**src/rtl/tmr_pkg.sv**
```systemverilog
// -----------------------------------------------------------------------------
// tmr_pkg
// Shared definitions for the triple-modular-redundancy fault manager:
//   - state_t      : fault manager FSM states
//   - ID_*         : copy-index encodings (A=0, B=1, C=2, NONE=3)
//   - DEF_*        : default timing parameters
//   - id_to_mask   : copy index -> one-hot copy mask (NONE -> zero)
//   - mask_to_id   : one-hot copy mask -> copy index (anything else -> NONE)
// No ports; imported by the fault manager and its counter.
// -----------------------------------------------------------------------------
package tmr_pkg;

   typedef enum logic [2:0] {
      ST_MONITOR   = 3'd0,
      ST_CONFIRM   = 3'd1,
      ST_WAIT_IDLE = 3'd2,
      ST_RESYNC    = 3'd3,
      ST_FATAL     = 3'd4
   } state_t;

   localparam logic [1:0] ID_A    = 2'd0;
   localparam logic [1:0] ID_B    = 2'd1;
   localparam logic [1:0] ID_C    = 2'd2;
   localparam logic [1:0] ID_NONE = 2'd3;

   localparam int DEF_CONFIRM_N    = 4;
   localparam int DEF_RST_LEN      = 8;
   localparam int DEF_IDLE_TIMEOUT = 255;

   function automatic logic [2:0] id_to_mask(input logic [1:0] id);
      logic [2:0] mask;
      case (id)
         ID_A:    mask = 3'b001;
         ID_B:    mask = 3'b010;
         ID_C:    mask = 3'b100;
         default: mask = 3'b000;
      endcase
      return mask;
   endfunction

   function automatic logic [1:0] mask_to_id(input logic [2:0] mask);
      logic [1:0] id;
      case (mask)
         3'b001:  id = ID_A;
         3'b010:  id = ID_B;
         3'b100:  id = ID_C;
         default: id = ID_NONE;
      endcase
      return id;
   endfunction

endpackage

```
**src/rtl/tmr_cycle_counter.sv**
```systemverilog
// -----------------------------------------------------------------------------
// tmr_cycle_counter
// 8-bit cycle counter with synchronous clear, enable and terminal-count compare.
// Ports:
//   clk   in   clock, rising edge
//   rst   in   asynchronous active-high reset (count -> 0)
//   clr   in   synchronous clear; clr together with en restarts the count at 1
//   en    in   count enable (saturates at 255)
//   term  in   terminal value [7:0]
//   done  out  high while count equals term
// -----------------------------------------------------------------------------
module tmr_cycle_counter
   import tmr_pkg::*;
(
   input  logic       clk,
   input  logic       rst,
   input  logic       clr,
   input  logic       en,
   input  logic [7:0] term,
   output logic       done
);

   logic [7:0] count;

   // Clear with enable loads 1 so that a restart can count the current cycle
   // as the first one without an extra load port.
   always_ff @(posedge clk or posedge rst) begin
      if (rst) begin
         count <= 8'd0;
      end else if (clr) begin
         count <= en ? 8'd1 : 8'd0;
      end else if (en && (count != 8'hFF)) begin
         count <= count + 8'd1;
      end
   end

   assign done = (count == term);

endmodule

```
**src/rtl/tmr_fault_manager.sv**
```systemverilog
// -----------------------------------------------------------------------------
// tmr_fault_manager
// Watches per-copy mismatch flags of a triplicated block, confirms a persistent
// single-copy fault, waits for a safe idle point and pulses a reset to the
// faulty copy. Multi-copy disagreement or a stuck resync escalates to a sticky
// fatal error. CONFIRM_N, RST_LEN and IDLE_TIMEOUT are expected to be >= 2.
// Ports:
//   clk        in   clock, rising edge
//   rst        in   asynchronous active-high reset
//   mis[2:0]   in   per-copy mismatch vs. voted outputs (bit0=A, bit1=B, bit2=C)
//   idle       in   safe resync point
//   clr_err    in   clears the fatal error (only honoured in FATAL)
//   copy_rst   out  registered per-copy reset request, one-hot or zero
//   fault_id   out  last confirmed faulty copy (3 = none)
//   tmr_error  out  sticky unrecoverable error
//   err_cnt    out  completed resyncs, saturating at 255
//   busy       out  high in every state other than MONITOR
// -----------------------------------------------------------------------------
module tmr_fault_manager
   import tmr_pkg::*;
#(
   parameter int CONFIRM_N    = DEF_CONFIRM_N,
   parameter int RST_LEN      = DEF_RST_LEN,
   parameter int IDLE_TIMEOUT = DEF_IDLE_TIMEOUT
) (
   input  logic       clk,
   input  logic       rst,
   input  logic [2:0] mis,
   input  logic       idle,
   input  logic       clr_err,
   output logic [2:0] copy_rst,
   output logic [1:0] fault_id,
   output logic       tmr_error,
   output logic [7:0] err_cnt,
   output logic       busy
);

   // The shared counter holds (cycles spent in the current phase - 1), so each
   // phase terminates when the count reaches its length minus one.
   localparam logic [7:0] CONFIRM_TERM = 8'(CONFIRM_N - 1);
   localparam logic [7:0] WAIT_TERM    = 8'(IDLE_TIMEOUT - 1);
   localparam logic [7:0] RST_TERM     = 8'(RST_LEN - 1);

   state_t     state;
   state_t     next_state;
   logic [1:0] candidate;
   logic       cnt_clr;
   logic       cnt_en;
   logic [7:0] cnt_term;
   logic       cnt_done;
   logic       mis_multi;
   logic       mis_single;
   logic       mis_other;

   assign mis_multi  = (mis[0] & mis[1]) | (mis[0] & mis[2]) | (mis[1] & mis[2]);
   assign mis_single = (mis != 3'b000) && !mis_multi;
   assign mis_other  = |(mis & ~id_to_mask(fault_id));

   tmr_cycle_counter u_counter (
      .clk  (clk),
      .rst  (rst),
      .clr  (cnt_clr),
      .en   (cnt_en),
      .term (cnt_term),
      .done (cnt_done)
   );

   // State register.
   always_ff @(posedge clk or posedge rst) begin
      if (rst) begin
         state <= ST_MONITOR;
      end else begin
         state <= next_state;
      end
   end

   // Next-state and counter control. Any state change clears the counter so
   // each phase starts counting from zero; entering or restarting CONFIRM
   // loads 1 because the triggering cycle already counts as a mismatch.
   always_comb begin
      next_state = state;
      cnt_clr    = 1'b0;
      cnt_en     = 1'b0;
      cnt_term   = 8'd0;
      unique case (state)
         ST_MONITOR: begin
            cnt_clr = 1'b1;
            if (mis_multi) begin
               next_state = ST_FATAL;
            end else if (mis_single) begin
               next_state = ST_CONFIRM;
               cnt_en     = 1'b1;
            end
         end
         ST_CONFIRM: begin
            cnt_term = CONFIRM_TERM;
            if (mis_multi) begin
               next_state = ST_FATAL;
               cnt_clr    = 1'b1;
            end else if (mis == 3'b000) begin
               next_state = ST_MONITOR;
               cnt_clr    = 1'b1;
            end else if (mis == id_to_mask(candidate)) begin
               if (cnt_done) begin
                  next_state = ST_WAIT_IDLE;
                  cnt_clr    = 1'b1;
               end else begin
                  cnt_en = 1'b1;
               end
            end else begin
               cnt_clr = 1'b1;
               cnt_en  = 1'b1;
            end
         end
         ST_WAIT_IDLE: begin
            cnt_term = WAIT_TERM;
            if (mis_other || (!idle && cnt_done)) begin
               next_state = ST_FATAL;
               cnt_clr    = 1'b1;
            end else if (idle) begin
               next_state = ST_RESYNC;
               cnt_clr    = 1'b1;
            end else begin
               cnt_en = 1'b1;
            end
         end
         ST_RESYNC: begin
            cnt_term = RST_TERM;
            if (mis_other) begin
               next_state = ST_FATAL;
               cnt_clr    = 1'b1;
            end else if (cnt_done) begin
               next_state = ST_MONITOR;
               cnt_clr    = 1'b1;
            end else begin
               cnt_en = 1'b1;
            end
         end
         ST_FATAL: begin
            cnt_clr = 1'b1;
            if (clr_err) begin
               next_state = ST_MONITOR;
            end
         end
         default: begin
            next_state = ST_MONITOR;
            cnt_clr    = 1'b1;
         end
      endcase
   end

   // Decoded status outputs.
   always_comb begin
      busy      = (state != ST_MONITOR);
      tmr_error = (state == ST_FATAL);
   end

   // Candidate tracking, confirmed fault id, resync counter and the registered
   // copy reset. copy_rst follows next_state so it rises with RESYNC entry and
   // drops on the same edge that leaves RESYNC.
   always_ff @(posedge clk or posedge rst) begin
      if (rst) begin
         candidate <= ID_NONE;
         fault_id  <= ID_NONE;
         err_cnt   <= 8'd0;
         copy_rst  <= 3'b000;
      end else begin
         if (((state == ST_MONITOR) || (state == ST_CONFIRM)) && mis_single) begin
            candidate <= mask_to_id(mis);
         end
         if ((state == ST_CONFIRM) && (next_state == ST_WAIT_IDLE)) begin
            fault_id <= candidate;
         end
         if ((state == ST_RESYNC) && (next_state == ST_MONITOR) && (err_cnt != 8'hFF)) begin
            err_cnt <= err_cnt + 8'd1;
         end
         copy_rst <= (next_state == ST_RESYNC) ? id_to_mask(fault_id) : 3'b000;
      end
   end

endmodule
```
**config.mk**
```make
export PLATFORM = sky130hd
export DESIGN_NAME = tmr_fault_manager
export DESIGN_NICKNAME = d
export VERILOG_FILES = /design/src/rtl/tmr_pkg.sv /design/src/rtl/tmr_cycle_counter.sv /design/src/rtl/tmr_fault_manager.sv
export SDC_FILE = /design/constraint.sdc
export NUM_CORES = 1
export LEC_CHECK = 0
export BUFFER_PORTS_ARGS = -buffer_cell sky130_fd_sc_hd__buf_2
export CORE_UTILIZATION = 57
export DETAILED_ROUTE_END_ITERATION = 10
export MAX_ROUTING_LAYER = met4
export PLACE_DENSITY = 0.81
export SLEW_MARGIN = 20
export SYNTH_ARGS = -nofsm -noshare
export SYNTH_HDL_FRONTEND = slang
export SYNTH_SLANG_ARGS = --single-unit
```
**constraint.sdc**
```tcl
create_clock -name clk -period 3.28 [get_ports clk]
set_input_delay 0.984 -clock clk [delete_from_list [all_inputs] [get_ports clk]]
set_output_delay 0.984 -clock clk [all_outputs]
set_load 0.01 [all_outputs]
```
* After elaboration in Yosys (flattened, before gate mapping) *
Cells that the tools add are included.
W data, S select, Z words.

storage, ports and cells
  latch bits = 0
  logic and storage cells = 93
  output and inout bits = 15
  RAM bits = 0
  memory bits (read-only) = 0
  register bits after elaboration = 26
  memories = 0

cells by class
  divide/modulo/power cells = 0
  $mul = 0
  mux-type cells = 41
  add/sub/neg operators = 2
  equality and inequality tests = 17
  shift operators = 0
  order comparisons = 0
  reductions and logical operators = 20
  bitwise gates (word level) = 7

operators with widths
  cell                   count
  $mux W3                15
  $pmux W8 S3            1
  $pmux W3 S3            2
  $mux W1                17
  $add A8 B1 Y8 const B  2
  $mux W8                2
  $ne A8 B8 Y1 const B   2
  $eq A3 B2 Y1 const B   5
  $pmux W3 S5            1
  $logic_not A3 Y1       3
  $eq A8 B8 Y1           1
  $logic_and A1 B1 Y1    7
  $eq A3 B1 Y1 const B   2
  $eq A3 B3 Y1 const B   2
  $pmux W2 S3            1
  $reduce_bool A3 Y1     2
  $eq A2 B1 Y1 const B   2
  $eq A2 B2 Y1 const B   2
  $logic_not A2 Y1       2
  $pmux W1 S4            1
  $and A1 B1 Y1          3
  $and A3 B3 Y3          1
  $eq A3 B3 Y1           1
  $not A3 Y3             1
  6 further kinds        9

* Longest topological paths before layout *
  depth after elaboration = 13
  depth in mapped cells = 8
  gate-level depth less buffers = 6

* Cells and area by module *
Synthesis repeated with hierarchy kept, for this count alone.

unflattened totals
  cells, all modules = 199
  area, all modules = 1,824.2 µm²

modules (own cells, without submodules)
  module             cells an instance  area each (µm²)  instances
  tmr_fault_manager  133                1,226.2          1
  tmr_cycle_counter  66                 598.1            1

* Worst setup path before layout *
No wires, ideal clock.

  path kind = in2reg
  from = in mis[2]
  to = reg u_counter.count[0]
  setup slack = 0.532 ns
  arrival time = 2.617 ns
  cell stages on the path = 8
  data required time = 3.149 ns
  path through = clkbuf_1 -> nand4b_1 -> a211oi_1 -> nor3b_2 -> o311ai_4 -> buf_6 -> nor3_2 -> or3_1

on the way
  word-level cells in the longest chain between the ends = 10
  elaborated cells between the ends (all ways) = 30
  classes of those cells = eq/ne: 1; mux: 16; bitwise: 5; reduce/logical: 8

ends and longest elaborated chain
  element                                         RTL line                                          text
  start: declaration                              tmr_fault_manager.sv:28                           input logic [2:0] mis,
  $and A1 B1 Y1                                   tmr_fault_manager.sv:55                           assign mis_multi = (mis[0] & mis[1]) | (mis[0] & mis[2]) | (mis[1] & mis[2]);
  $or A1 B1 Y1 (2 in series)                      tmr_fault_manager.sv:55
  $logic_not A1 Y1                                tmr_fault_manager.sv:56                           assign mis_single = (mis != 3'b000) && !mis_multi;
  $logic_and A1 B1 Y1                             tmr_fault_manager.sv:56
  $mux W1                                         tmr_fault_manager.sv:90                           end else if (mis_single) begin
  $mux W1                                         tmr_fault_manager.sv:88                           if (mis_multi) begin
  $pmux W1 S4                                     tmr_fault_manager.sv:85                           unique case (state)
  $mux W1 or $logic_and A1 B1 Y1 (tied branches)  tmr_cycle_counter.sv:31, tmr_cycle_counter.sv:32
  $mux W8 or $reduce_bool A2 Y1 (tied branches)   -
  end signal: assignment                          tmr_cycle_counter.sv:31                           count <= en ? 8'd1 : 8'd0;
  end signal: assignment                          tmr_cycle_counter.sv:33                           count <= count + 8'd1;
  end: declaration                                tmr_cycle_counter.sv:23                           logic [7:0] count;

Several ways; a longest one is shown, not always the timed one.
A chain may end at the register's enable or synchronous reset.

* Worst setup path after layout *
  from = reg u_counter.count[4]
  to = reg u_counter.count[0]

on the way
  word-level cells in the longest chain between the ends = 8
  elaborated cells between the ends (all ways) = 22
  classes of those cells = eq/ne: 2; mux: 16; reduce/logical: 4

ends and longest elaborated chain
  element                                         RTL line                                            text
  $eq A8 B8 Y1                                    tmr_cycle_counter.sv:37                             assign done = (count == term);
  $mux W1                                         tmr_fault_manager.sv:104, tmr_fault_manager.sv:132
  $mux W1                                         tmr_fault_manager.sv:103                            end else if (mis == id_to_mask(candidate)) begin
  $mux W1                                         tmr_fault_manager.sv:100                            end else if (mis == 3'b000) begin
  $mux W1                                         tmr_fault_manager.sv:97                             if (mis_multi) begin
  $pmux W1 S4                                     tmr_fault_manager.sv:85
  $mux W1 or $logic_and A1 B1 Y1 (tied branches)  tmr_cycle_counter.sv:31, tmr_cycle_counter.sv:32
  $mux W8 or $reduce_bool A2 Y1 (tied branches)   -

Several ways; a longest one is shown, not always the timed one.

==> out/summary.txt <==
Status -> finished clean
Synthesized area -> 1630 sq um
EDFF count, synth -> 0
Total area of sequential cells -> 655.6 sq um
Adder-cell share of the synthesized area -> 1.535%
Startpoint type of the worst setup path -> flip-flop
Max Root-Sink Buffers -> 2
Max Slew Vio Count -> 0
Net count after synthesis -> 176
Relative slew slack -> 35.45%
Violation count after the first detailed-route iteration -> 62
Number of remaining DRC errors -> 0
Most common cell after layout, fill and taps aside -> dfrtp_1
Internal -> 0.5933 mW
Final period util -> 79.88%
Portion of netlist area occupied by mux cells -> 2.686%
CTS tree -> yes
Async SR Flop Fraction -> 100.0%
Global-route usage over all layers -> 24.65%
Vias per cell -> 6.698
Maximum VDD drop -> 0.3859 mV
Endpoints failing setup -> 0
Buf/Inv on CP -> 0
Gr ovfl total -> 0
Net Sw Power -> 0.3044 mW
Clock power frac -> 25.1%
Hold WS -> 0.4984 ns
Synthesized area per cell -> 9.762 sq um
Compound-Gate Fraction of Synth Area -> 21.57%
Routed Antenna Nets -> 0
Register area share after synthesis -> 40.21%
Pin count of the biggest net entering global routing -> 27
Layout fillers -> 205
Number of max-cap violations -> 0
Port Buf Inserts -> 21
Setup TNS -> 0 ns
Top_reg_cell synth -> dfrtp_1
Layout Nets -> 194
Hold-fix buffers, CTS -> 0
RSZ-0062 raised after global routing -> false
Vias in the first global route -> 1367
Comb power frac -> 26.7%
Critical path fanouts, max -> 16
Initial core utilization -> 59.63%
Worst-path clk slew -> 0.15 ns
FMAX -> 381.7 MHz
Site row count -> 19
Largest family of logic cells by synthesized area -> simple AND/OR/NAND/NOR gates
Crit-path cells -> or4_4 -> a211oi_2 -> o21ai_2 -> o311ai_4 -> nor3_2 -> or3_1
Cells after Synth -> 167
Routability congestion estimate -> 0.8427
Simple-gate area share of the yosys netlist -> 25.17%
Area of the multi-input gates -> 909.6 sq um
DRT Pass-1 Iters -> 4
Clk root buf -> clkbuf_4
Worst Max-Slew Pin Slew -> 0.9671 ns
Core Region -> 2734 sq um
Initial antenna violation count -> 0
Synth Register Bits -> 26
Data required time of the worst path -> 3.51 ns
Switch share -> 33.91%
Worst skew pair latency -> 0.33 ns
Arrival time at the worst endpoint -> 2.85 ns
Leak -> 0.7992 nW
P per Cell Area -> 501.0 nW/um^2
Hold Path Class -> reg2reg
CP max stage cell -> o311ai_4
Worst setup EP type -> flip-flop
Hpwl dp -> 2.498 mm
Post-synthesis xor/xnor area fraction -> 4.835%
Synth unique cells -> 59
Setup repair bufs after CTS -> 0
Sink Count -> 26
Post-layout minimum cycle time -> 2.620 ns
Crit path kind -> reg2reg
WL/cell -> 16.63 um
DIE HEIGHT -> 55.48 um
WL final -> 3.575 mm
Die area -> 3078 sq um
Cts bufs inserted -> 3
Crit path max-delay family -> compound AO/OA/AOI/OAI gates
Final hold vios -> 0
Slowest stage delay, CP -> 0.63 ns
Vias post-DR -> 1440
Post-CTS resize count -> 0
# IOs -> 22
H-tree levels -> 1
Most frequent cells in the layout -> dfrtp_1 (22), buf_2 (21), a21oi_1 (10), nand2_1 (9)
Global-route wire length before repair -> 5.947 mm
Sequential share of power -> 48.2%
Die width -> 55.48 um
Number of diodes -> 0
Worst Skew -> 0.001649 ns
Yosys warns -> 0
Ratio of cells with drive above 1 in the final layout -> 22.83%
Area delta synth->final -> 9.900%
## layout make-up
class	instances	area share, %
inverter	6	1.257
clock buffer	3	1.257
clock inverter	1	1.676
sequential	26	36.59
tap	31	2.165
timing repair buffer	22	6.285
multi-input combinational	126	50.77
## sequential cells by signal, indices dropped and copies added, names as in the netlist
| register | flops |
|---|---|
| fault_id | 2 |
| copy_rst | 3 |
| candidate | 2 |
| state | 3 |
| err_cnt | 8 |
| u_counter.count | 8 |
## synthesized netlist by cell type, types with 3 or more instances
cell type	count	area [sq um]
or4_1	4	30.03
xnor2_1	7	61.31
inv_1	5	18.77
nor3_1	5	25.02
dfrtp_1	22	550.5
dfstp_2	4	105.1
and3_1	4	25.02
nor2_1	7	26.28
a21oi_1	10	50.05
nand2b_1	4	25.02
nand3_1	5	25.02
clkbuf_1	7	26.28
o31ai_1	7	52.55
o21ai_0	4	20.02
nand2_1	9	33.78
nor2b_1	3	18.77
or3_1	3	18.77
nand4_1	5	31.28
## cells by family (layout without fill, tap and decap cells)
| group | after synthesis | after routing |
|---|---|---|
| AOI/OAI and AO/OA | 46 | 46 |
| muxes | 4 | 4 |
| adders and majority gates | 2 | 2 |
| DFF | 26 | 26 |
| xor gates and xnor gates | 9 | 9 |
| and+or+nand+nor | 65 | 65 |
| buffers and inverters | 15 | 32 |
## final timing paths
kind	startpoint	endpoint	slack, ns	depth (start not counted)
setup / recovery	u_counter.count[4]$_DFFE_PP0P_	u_counter.count[0]$_DFFE_PP0P_	0.66	6
hold / removal	err_cnt[6]$_DFFE_PP0P_	err_cnt[6]$_DFFE_PP0P_	0.50	1
setup reg to reg	u_counter.count[4]$_DFFE_PP0P_	u_counter.count[0]$_DFFE_PP0P_	0.66	6
hold reg to reg	err_cnt[6]$_DFFE_PP0P_	err_cnt[6]$_DFFE_PP0P_	0.50	1
max in group asynchronous	rst	u_counter.count[1]$_DFFE_PP0P_	1.86	2
min in group asynchronous	rst	err_cnt[7]$_DFFE_PP0P_	0.85	2
## per-stage QoR
step	power, mW	utilization [%]	area (sq um)	instances	setup slack, ns
6_report	0.8977	65.54	1792	215	0.6599
4_1_cts	0.8977	65.54	1792	215	0.6771
3_3_place_gp	0.6622	63.62	1739	211	0.4630
3_5_place_dp	0.6751	63.62	1739	211	0.3575
5_1_grt	0.9380	65.54	1792	215	0.5120
2_1_floorplan	0.6120	-	1630	167	0.5321
## power by group through the flow
stage	Combinational (mW)	Clock, mW	Sequential [mW]
finish	0.240	0.225	0.433
global route	0.261	0.238	0.439
CTS	0.239	0.227	0.432
detailed placement	0.237	0	0.438
global placement	0.230	0	0.432
floorplan	0.203	0	0.409
## per-layer routing
layer,wire [um],vias up,GRT usage (%)
met5,0,-,-
met4,63,0,11.43
met3,217,9,2.342
met2,1815,61,42.34
met1,1478,692,29.16
li1,-,678,-
Note: power is estimated with default switching activity, not from simulation.
